`src/rtl/pipeline_ctrl.sv`:
```
// pipeline_ctrl: stall/flush/forward/PC controller for the 5-stage F-D-E-M-W core.
// A redirect that arrives while the pipe is frozen is parked in pend and applied once it thaws.
module pipeline_ctrl #(
  parameter int unsigned    PCW      = 32,
  parameter int unsigned    RAW      = 6,
  parameter logic [PCW-1:0] RESET_PC = '0,
  parameter int unsigned    PC_STEP  = 4,
  parameter bit             ZERO_REG = 1'b1,
  parameter int unsigned    CNTW     = 32
) (
  input  logic            clk,
  input  logic            rstn,
  input  logic [RAW-1:0]  rs0_d,
  input  logic [RAW-1:0]  rs1_d,
  input  logic [RAW-1:0]  rd_e,
  input  logic            regwrite_e,
  input  logic            memread_e,
  input  logic [RAW-1:0]  rd_m,
  input  logic            regwrite_m,
  input  logic            exec_busy,
  input  logic            mem_busy,
  input  logic            redirect_valid,
  input  logic [PCW-1:0]  redirect_pc,
  output logic [PCW-1:0]  pc,
  output logic            fetch_en,
  output logic            decode_en,
  output logic            exec_en,
  output logic            mem_en,
  output logic            decode_flush,
  output logic            exec_flush,
  output logic            mem_bubble,
  output logic            wb_bubble,
  output logic [1:0]      forward0,
  output logic [1:0]      forward1,
  output logic [CNTW-1:0] stall_cnt,
  output logic [CNTW-1:0] flush_cnt
);
  logic           pend_v;
  logic [PCW-1:0] pend_pc;
  logic           frozen, redir, lwstall, lw, run, stalled;
  function automatic logic match(input logic [RAW-1:0] rs, input logic [RAW-1:0] rd);
    return rs == rd && !(ZERO_REG && rs == '0);
  endfunction
  function automatic logic [1:0] fwd(input logic [RAW-1:0] rs);
    return (regwrite_e && !memread_e && match(rs, rd_e)) ? 2'b01 :
           (regwrite_m && match(rs, rd_m)) ? 2'b10 : 2'b00;
  endfunction
  always_comb begin
    frozen  = mem_busy || exec_busy;
    redir   = !frozen && (redirect_valid || pend_v);
    lwstall = memread_e && regwrite_e && (match(rs0_d, rd_e) || match(rs1_d, rd_e));
    lw      = !frozen && !redir && lwstall;
    run     = !frozen && !redir && !lwstall;
    stalled = frozen || lw;
  end
  always_comb begin
    fetch_en     = rstn && (redir || run);
    decode_en    = rstn && (redir || run);
    exec_en      = rstn && !frozen;
    mem_en       = rstn && !mem_busy;
    decode_flush = !rstn || redir;
    exec_flush   = !rstn || redir || lw;
    mem_bubble   = !rstn || (!mem_busy && exec_busy);
    wb_bubble    = !rstn || mem_busy;
    forward0     = rstn ? fwd(rs0_d) : 2'b00;
    forward1     = rstn ? fwd(rs1_d) : 2'b00;
  end
  always_ff @(posedge clk) begin
    if (!rstn) begin
      pc        <= RESET_PC;
      pend_v    <= 1'b0;
      pend_pc   <= '0;
      stall_cnt <= '0;
      flush_cnt <= '0;
    end else begin
      if (frozen && redirect_valid) begin
        pend_v  <= 1'b1;
        pend_pc <= redirect_pc;
      end
      if (redir) begin
        pc     <= redirect_valid ? redirect_pc : pend_pc;
        pend_v <= 1'b0;
      end else if (run) begin
        pc <= pc + PCW'(PC_STEP);
      end
      if (stalled && !(&stall_cnt)) stall_cnt <= stall_cnt + CNTW'(1);
      if (redir && !(&flush_cnt)) flush_cnt <= flush_cnt + CNTW'(1);
    end
  end
endmodule
```
`config.mk`:
```
export PLATFORM = sky130hd
export DESIGN_NAME = pipeline_ctrl
export DESIGN_NICKNAME = d
export VERILOG_FILES = /design/src/rtl/pipeline_ctrl.sv
export SDC_FILE = /design/constraint.sdc
export NUM_CORES = 1
export LEC_CHECK = 0
export ABC_AREA = 1
export CORE_ASPECT_RATIO = 1.75
export CORE_MARGIN = 1.5
export CORE_UTILIZATION = 45
export DETAILED_ROUTE_END_ITERATION = 12
export HOLD_SLACK_MARGIN = 0.06
export PLACE_DENSITY = 0.82
export SKIP_CTS_REPAIR_TIMING = 1
export SLEW_MARGIN = 10
export SYNTH_ARGS = -nofsm -noshare
export SYNTH_HDL_FRONTEND = slang
export SYNTH_SLANG_ARGS = --single-unit
```
`constraint.sdc`:
```
create_clock -name clk -period 5.8 [get_ports clk]
set_input_delay 1.16 -clock clk [delete_from_list [all_inputs] [get_ports clk]]
set_output_delay 1.16 -clock clk [all_outputs]
set_load 0.005 [all_outputs]
```
==> results of run 1 <==
## kinds of logic (layout without fill, tap and decap cells)
| logic type | after synthesis | in the layout |
|---|---|---|
| mux | 3 | 3 |
| fa+ha+maj | 3 | 3 |
| buf+inv | 168 | 325 |
| xor+xnor | 36 | 36 |
| simple gates | 782 | 782 |
| flops | 129 | 129 |
| compound gates | 191 | 191 |
## placed cells by master, fill, tap and decap left out, types with 19 or more instances in the layout
master,instances
or2_2,20
o21ai_0,61
o211ai_1,19
nor2_1,250
clkdlybuf4s50_1,170
dfxtp_1,129
nor3_1,31
xor2_1,20
nand3_1,61
inv_1,108
a21oi_1,69
nand2_1,357
## worst max-delay path: stages
cell and delay, ns:
clkdlybuf4s50_1 0.55, xnor2_1 0.14, nand2_1 0.07, nor2_1 0.17
nand2_1 0.11, nand2_4 0.10, nand2_4 0.08, o21ai_0 0.23
clkdlybuf4s50_1 0.55
## sequential cells by signal, indices dropped and copies added, names as in the netlist
register and cells:
flush_cnt 32, stall_cnt 32, pc 32, pend_v 1, pend_pc 32
## final timing paths
check | end | slack (ns)
setup / recovery | exec_flush | 1.49
hold reg to reg | pend_pc[6]$_SDFFE_PN0P_ | 0.47
setup reg to reg | flush_cnt[10]$_SDFFE_PN0P_ | 3.26
hold / removal | pend_pc[6]$_SDFFE_PN0P_ | 0.47
## power by group through the flow
stage          Sequential [mW]  Clock (mW)  Combinational (mW)
2_1_floorplan            0.962           0               0.163
3_3_place_gp             0.970           0               0.279
3_5_place_dp             0.971           0               0.285
4_1_cts                  0.952        1.05               0.287
5_1_grt                  0.956        1.09               0.317
6_report                 0.953        1.04               0.286
## synth_stat cells (all sizes together), types with 6 or more instances
library cell,number,area share [%]
nand3,65,4.2
nand3b,10,0.92
a31oi,6,0.46
clkbuf,23,1.1
a21oi,81,5.6
or2,21,1.6
inv,114,5.3
nor3,33,2.2
xor2,20,2.2
xnor2,16,1.7
o21ai,75,4.6
buf,31,2.8
nor2,264,13
dfxtp,129,32
nand2,362,17
nand4,18,1.4
o211ai,19,1.8
## area by class of cell
| cell class | instances | share of cell area (%) |
|---|---|---|
| inverter | 114 | 4.096 |
| timing repair buffer | 179 | 16.91 |
| clock inverter | 15 | 1.353 |
| tap | 231 | 2.766 |
| clock buffer | 17 | 4.072 |
| sequential | 129 | 24.72 |
| multi-input combinational | 1015 | 46.08 |
## routing by layer
layer / global-route usage [%] / vias up / part of all wire (%)
met3: 3.644 / 86 / 4.1
met2: 50.16 / 272 / 53
met5: 0 / - / 0
li1: - / 4493 / -
met1: 27.35 / 4187 / 37
met4: 16.33 / 0 / 5.6
## metrics by stage
step                      total power, mW  cells
after floorplan                     1.125   1312
after global placement              1.250   1668
after detailed placement            1.256   1668
after CTS                           2.291   1700
after global routing                2.361   1700
final                               2.280   1700
==> impl_results.md, run 1 <==
- WS Path Type: primary input to output pin
- Multi-input gate area: slightly below 5000 µm²
- Final net count: about 1.5k
- Fin crit share: between 70 and 80%
- Final design area excluding fillers: about 10000 µm²
- Proportion of power drawn by the clock network: 45.7%
- Ys flop type: dfxtp_1
- Routability Congestion: 0.9727
- Via density: between 5 and 6
- Class of the worst hold path: flop to flop
- Num CTS Buffers: 17
- TritonCTS Sinks: 129
- Layout Utilization: between 50% and 60%
- Number of global-route vias before repair: just under 9k
- Fmax: about 230 MHz
- Via count: about 9k
- Pre-CTS WS: approximately 1.5 ns
- Synthesis-to-layout area growth: 28.46%
- LEAKAGE: roughly 4 nW
- Area of the die: ~19000 µm²
- Synth unique cells: 45
- Total wire length: between 20 and 30 mm
- Pwr dens: between 200 and 250 nW/µm²
- Maximum number of pins on one net before global-route repair: 87
- Endpoints failing setup: 0
- Crit path from: rs1_d[3]
- Worst Path Arrival: around 3.2 ns
- Slew margin rel.: between 30% and 40%
- Switching portion of total power: 29.02%
- Internal Power: approximately 1.6 mW
- Rows: 64
- Worst-path clk slew: about 0.06 ns
- Worst-margin pin slew: about 1.0 ns
- Synth Net Count: between 1k and 1.5k
- CP Max Fanout: 4
- Clock Latency Late Sink: roughly 0.42 ns
- Max-cap violations: 0
- Gr usage total: 26.63%
- Status: finished clean
- Die height: between 150 and 200 µm
- Final Skew: roughly 0.011 ns
- WP data required: about 4.6 ns
- Mux cell area share after synthesis: 0.3692%
- Hold Crit Start: pend_pc[6]$_SDFFE_PN0P_
- Synth Area in Simple Gates: between 40% and 50%
- Grt total ovfl: 0
- WL/cell: 15.00 µm
- Setup Total Neg Slack: 0 ns
- # DRC: 0
- Synth Instances: 1312
- Number of diodes: 0
- Clock Root Buffer: clkbuf_16
- CTS tree: built
- Post-synthesis compound-gate area fraction: 13.38%
- # IOs: roughly 170
- Wire length of the first global-routing pass: ~41 mm
- Syn avg cell area: between 6 and 7 µm²
- Register area share after synthesis: 31.75%
- NetSw: 661.7 µW
- Port-buffer cells: about 170
- Register area: 2582 µm²
- FFs w/ async S/R, synth: 0%
- Post-Synth Adder-Cell Area: 0.4615%
- Clk buf depth: 2
- Peak VDD IR: about 0.16 mV
- Xor-xnor portion of the synthesized cell area: roughly 3.9%
- Worst Hold Depth: 2
- Synthesized area: between 8000 and 9000 µm²
- Sequential power share: 41.8%
- #FFs+latches synth: 129
- Die span in x: 104.6 µm
- Final antenna-violating net count: 0
- Critical path capture point type: output pin
- H-tree depth: 4
- Hpwl dp: 18.87 mm
- Post-synth EDFFs: 0
- Largest family of logic cells by synthesized area: simple AND/OR/NAND/NOR gates
- Fillers: between 1.5k and 2k
- Hold WS: between 0.4 and 0.5 ns
- RSZ-0062 raised after global routing: no
- R2R Path Start: pend_v$_SDFFE_PP0P_
- Min cycle time layout: approximately 4.3 ns
- Initial antenna violation count: 0
- Initial DRC count: around 370
- R2R depth: 9
- Initial Util: around 46%
- Fraction of layout cells with a size suffix above 1: roughly 7.1%
- Core Region: around 18000 µm²
- Final-report hold violation count: 0
- Comb pwr share: approximately an eighth
- Ys Warns: 0
- DR pass1 iterations: 5
- Area after DPL: between 9000 and 10000 µm²
- Worst Setup Slack, final: between 1 and 1.5 ns
- Pins over their slew limit: 0
- Startpoint types: primary input
Power figures use the tool's default switching activity.
==> inputs of run 2 (changes only) <==
clock period = 4.05 ns   (was 5.8 ns; I/O delays follow)
==> impl_results.md, run 2 (synthesis gave the netlist of run 1 again) <==
- R2R depth: 11 (+2)
- WP data required: 3.24 ns (-1.40 ns)
- Maximum number of pins on one net before global-route repair: 89 (+2.3%)
- # IOs: 172 (unchanged)
- Endpoints failing setup: 0 (unchanged)
- Via density: 5.318 (about the same)
- Setup Total Neg Slack: 0 ns (unchanged)
- Worst Hold Depth: 2 (unchanged)
- CP Max Fanout: 4 (unchanged)
- Worst Path Arrival: 2.79 ns (-0.36 ns)
- Final-report hold violation count: 0 (unchanged)
- Initial antenna violation count: 0 (unchanged)
- Fin crit share: 88.95%
- Num CTS Buffers: 17 (unchanged)
- Final net count: 1526 (+0.20%)
- Wire length of the first global-routing pass: 41.14 mm (+0.22%)
- Area of the die: 18920 µm² (unchanged)
- Port-buffer cells: 171 (unchanged)
- Layout Utilization: 59.87% (+0.57 points)
- Die span in x: 104.6 µm (unchanged)
- Final Skew: 0.01155 ns (+0.0001068 ns)
- Pins over their slew limit: 0 (unchanged)
- Fmax: between 200 and 300 MHz
- RSZ-0062 raised after global routing: no
- Synthesis-to-layout area growth: 29.69%
- Status: finished clean
- H-tree depth: 4 (unchanged)
- Routability Congestion: 0.9799 (+0.74%)
- Class of the worst hold path: flop to flop
- WL/cell: 14.82 µm (-1.2%)
- Worst path slowest cell: clkdlybuf4s50_1
- CTS tree: built
- Max-cap violations: 0 (unchanged)
- Min cycle time layout: between 3 and 4 ns
- Hpwl dp: 18.66 mm (-1.1%)
- Via count: 9056 (+0.20%)
- Grt total ovfl: 0 (unchanged)
- Most frequent cells in the layout: nand2_1 (357), nor2_1 (250), clkdlybuf4s50_1 (170), dfxtp_1 (129), inv_1 (108)
- Placed Cells: 1671 (+0.18%)
- Startpoint types: primary input
- LEAKAGE: 4.116 nW (+1.4%)
- Number of global-route vias before repair: 8756 (+0.82%)
- Fraction of layout cells with a size suffix above 1: 7.133% (-0.015 points)
- Worst-path clk slew: 0.07 ns (about the same)
- R2R Path Start: stall_cnt[0]$_SDFFE_PN0P_
- Fillers: 1708 (+2.3%)
- Area after DPL: 9903 µm² (+0.23%)
- Die height: 180.8 µm (unchanged)
- Final Power: 3.476 mW (+52%)
- Core Region: 17620 µm² (unchanged)
- Initial DRC count: 375 (+2.5%)
- Total wire length: 25.25 mm (-0.98%)
- Clock Root Buffer: clkbuf_16
- Pwr dens: 329.6 nW/µm² (+51%)
- Hold WS: 0.4637 ns (-0.005410 ns)
- Critical path capture point type: output pin
- Peak VDD IR: 0.2327 mV (+49%)
- TritonCTS Sinks: 129 (unchanged)
- Max incr delay on CP: 0.53 ns (-0.02 ns)
- Pre-CTS WS: 0.4378 ns (-1.080 ns)
- Reg2Reg Setup Slack: 1.70 ns (-1.56 ns)
- Worst Setup Slack, final: 0.4476 ns (-1.039 ns)
- FF-to-FF End: stall_cnt[22]$_SDFFE_PN0P_
- Post-route non-filler standard cell count: 1703 (+0.18%)
- Clk buf depth: 2 (unchanged)
- Worst-margin pin slew: 1.137 ns (+0.09472 ns)
- WS Path Type: primary input to output pin
- Final design area excluding fillers: 10550 µm² (+0.96%)
- Rows: 64 (unchanged)
- Most common cell after layout, fill and taps aside: nand2_1
- Number of diodes: 0 (unchanged)
- Crit-path cells: clkdlybuf4s50_1 -> or2_1 -> nor2_2 -> nor2_2 -> nand2_2 -> nand2_4 -> nand2_4 -> nand2_2 -> nor2_1 -> clkdlybuf4s50_1
- Initial Util: 46.16% (unchanged)
- Slew margin rel.: 24.11% (-6.3 points)
- DR pass1 iterations: 5 (unchanged)
- Min-Delay Endpoint: pend_pc[2]$_SDFFE_PN0P_
- Gr usage total: 26.74% (+0.10 points)
- # DRC: 0 (unchanged)
- Clock Latency Late Sink: 0.42 ns (about the same)
- Final antenna-violating net count: 0 (unchanged)
- Hold Crit Start: pend_pc[2]$_SDFFE_PN0P_
## run 2: changes by cell type in the layout (fill, tap and decap cells not counted), sizes merged
cell,before,now
buf,9,12
bufinv,0,5
clkbuf,17,20
clkinv,3,5
clkinvlp,4,2
inv,122,114
## run 2: critical path: cells and delay by family
family / cells / cell delay, ns
simple gates: 8 / 0.96
buf+inv: 2 / 1.01
## run 2: worst max path at each step
| stage | startpoint | cells after the start | to | slack (ns) |
|---|---|---|---|---|
| after detailed placement | rs0_d[0] | 10 | decode_en | 0.44 |
| final | rs0_d[0] | 10 | decode_en | 0.45 |
| after CTS | rs0_d[0] | 10 | decode_en | 0.43 |
| after global placement | rs0_d[0] | 10 | fetch_en | 0.45 |
| after global routing | rs1_d[3] | 9 | exec_flush | 0.24 |
| after floorplan | rs0_d[0] | 11 | fetch_en | 1.22 |
## run 2: layout make-up
| type | count | area (µm²) | share of cell area, % |
|---|---|---|---|
| multi-input cells | 1015 | 4815 | 45.65 |
| flip-flops and latches | 129 | 2582 | 24.48 |
| repair buffers | 182 | 1789 | 16.96 |
| clock buffers | 20 | 436.7 | 4.140 |
| inverters | 114 | 427.9 | 4.057 |
| well taps | 231 | 289.0 | 2.740 |
| clock inverters | 12 | 207.7 | 1.969 |
## run 2: layer usage
layer	vias up	part of all wire [%]	wire length, µm	GRT usage (%)
li1	4495	-	-	-
met1	4158	37	9253	27.75
met2	311	52	13220	49.34
met3	92	4.9	1232	3.824
met4	0	6.1	1536	17.53
met5	-	0	0	0
## run 2: report_power, final
group          total, mW  switching (mW)  leakage (nW)  internal, mW
Sequential          1.37          0.0490          1.05          1.32
Combinational      0.413           0.220          2.76         0.192
Clock               1.70           0.599         0.306          1.10
==> inputs of run 3 (changes only) <==
ABC_AREA = 0   (was 1)
PLACE_DENSITY = 0.84   (was 0.82)
==> impl_results.md, run 3 <==
- #FFs+latches synth: 129 (unchanged)
- Maximum number of pins on one net before global-route repair: 58 (-35%)
- Final-report hold violation count: 0 (unchanged)
- Synthesis-to-layout area growth: 37.11%
- Startpoint types: primary input
- Peak VDD IR: 0.2435 mV (+4.6%)
- RSZ-0062 raised after global routing: no
- Hold WS: 0.4494 ns (-0.01426 ns)
- Synthesized area: 6740 µm² (-17%)
- Class of the worst hold path: flop to flop
- # IOs: 172 (unchanged)
- Clock Latency Late Sink: 0.42 ns (about the same)
- Slew margin rel.: 49.95% (+26 points)
- Number of diodes: 0 (unchanged)
- # DRC: 0 (unchanged)
- Num CTS Buffers: 17 (unchanged)
- Multi-input gate area: 3951 µm² (-18%)
- Wire length of the first global-routing pass: 32.20 mm (-22%)
- M1 wire length: 7.597 mm (-18%)
- Via count: 6933 (-23%)
- Initial antenna violation count: 0 (unchanged)
- Hpwl dp: 13.85 mm (-26%)
- Port-buffer cells: 171 (unchanged)
- Initial DRC count: 269 (-28%)
- Fraction of layout cells with a size suffix above 1: 6.596% (-0.54 points)
- FFs w/ async S/R, synth: 0% (unchanged)
- Worst-path clk slew: 0.06 ns (about the same)
- Grt total ovfl: 0 (unchanged)
- Most common cell after layout, fill and taps aside: clkdlybuf4s50_1
- Area of the die: 15750 µm² (-17%)
- Core Region: 14760 µm² (-16%)
- Top Layer Used: met4
- Worst Path Arrival: 3.04 ns (+0.25 ns)
- Total wire length: 20.00 mm (-21%)
- Number of global-route vias before repair: 6778 (-23%)
- Gr usage total: 26.01% (-0.72 points)
- Clock Root Buffer: clkbuf_16
- Register area share after synthesis: 38.31% (+6.6 points)
- Final Skew: 0.01292 ns (+0.001374 ns)
- Syn avg cell area: 7.810 µm² (+26%)
- Register area: 2582 µm² (unchanged)
- TritonCTS Sinks: 129 (unchanged)
- CP Max Fanout: 4 (unchanged)
- CTS tree: built
- Synth Instances: 863 (-34%)
- Fillers: 1261 (-26%)
- Worst-margin pin slew: 0.7480 ns (-0.3891 ns)
- Critical path capture point type: output pin
- Synth Net Count: 930 (-33%)
- H-tree depth: 4 (unchanged)
- Ys flop type: dfxtp_1
- Rows: 59 (-7.8%)
- Most instantiated cells after synthesis: dfxtp_1 (129), nand2_1 (128), a21oi_1 (90)
- Met3 routed WL: 932 µm (-24%)
- Min cycle time layout: 3.853 ns (+0.2503 ns)
- Synth unique cells: 51 (+13%)
- Pins over their slew limit: 0 (unchanged)
- Most frequent cells in the layout: clkdlybuf4s50_1 (170), dfxtp_1 (129), nand2_1 (128), a21oi_1 (90), nor2_1 (85)
- WP data required: 3.24 ns (about the same)
- Clk buf depth: 2 (unchanged)
- Final antenna-violating net count: 0 (unchanged)
- DR pass1 iterations: 5 (unchanged)
- Cell type with the largest total area after synthesis: dfxtp_1
- LEAKAGE: 3.222 nW (-22%)
- Final Power: 3.348 mW (-3.7%)
- Synth area leaders: dfxtp_1 (38%), nand2_1 (7.1%), a21oi_1 (6.7%)
- Count leader, synth: dfxtp_1
- Max-cap violations: 0 (unchanged)
- Endpoints failing setup: 0 (unchanged)
- Via density: 5.711 (+7.4%)
- Initial Util: 45.65% (-0.51 points)
- WL/cell: 16.48 µm (+11%)
- Fin crit share: 95.13% (+6.2 points)
- Ys Warns: 0 (unchanged)
- Post-synth EDFFs: 0 (unchanged)
- WS Path Type: primary input to output pin
- Die height: 164.9 µm (-8.8%)
- Fmax: 259.6 MHz (-6.5%)
- Die span in x: 95.52 µm (-8.7%)
- Post-synth top area share: 38.31% (+6.6 points)
- Met2 WL: 10.55 mm (-20%)
- Final net count: 1085 (-29%)
- Pwr dens: 362.3 nW/µm² (+9.9%)
- Setup Total Neg Slack: 0 ns (unchanged)
- Status: finished clean
- Routability Congestion: 0.9181 (-6.3%)
-- run 3: layout make-up --
class                           instances  area share, %
Clock buffer                           18          4.752
Clock inverter                         14          2.180
Tap cell                              183          2.478
Inverter                                7         0.2843
Timing Repair Buffer                  185          19.60
Sequential cell                       129          27.94
Multi-Input combinational cell        678          42.76
-- run 3: report_power, final --
group	switching (mW)	internal [mW]	total, mW
sequential	0.0270	1.30	1.33
clock	0.631	1.06	1.69
combinational	0.171	0.159	0.330
total	0.830	2.52	3.35
-- run 3: worst paths after layout --
check / endpoint / from / slack (ns) / cells past startpoint
max: forward1[1] / rs1_d[2] / 0.20 / 7
min: pend_pc[15]$_SDFFE_PN0P_ / pend_pc[15]$_SDFFE_PN0P_ / 0.45 / 2
max reg2reg: stall_cnt[23]$_SDFFE_PN0P_ / pend_v$_SDFFE_PP0P_ / 1.44 / 7
min reg2reg: pend_pc[15]$_SDFFE_PN0P_ / pend_pc[15]$_SDFFE_PN0P_ / 0.45 / 2
-- run 3: worst max-delay path: stages --
cell and delay (ns):
clkdlybuf4s50_1 0.48, or4_1 0.54, nor3_1 0.21, or4_4 0.21, nor3b_1 0.05, nor4_1 0.17, clkdlybuf4s50_1 0.58
-- run 3: layer usage --
metal	GRT usage, %	vias up
li1	-	3365
met1	27.50	3243
met2	46.84	251
met3	4.926	74
met4	14.97	0
met5	0	-
-- run 3: logic make-up after synthesis --
kind of cell	count (synthesis)	synth area share [%]
and+or+nand+nor	399	28.98
AOI/OAI and AO/OA	174	14.89
DFF	129	38.31
xor gates and xnor gates	68	8.836
buffers and inverters	56	3.341
muxes	34	5.086
adders and majority gates	3	0.5570
-- run 3: stage by stage --
step	area (µm²)	cells	setup WS, ns	utilization [%]
after global placement	8593	1182	0.1179	58.20
after detailed placement	8593	1182	0.07868	58.20
after floorplan	6740	863	1.046	-
after global routing	9241	1214	0.07276	62.59
after CTS	9234	1214	0.07908	62.54
final	9241	1214	0.1973	62.59
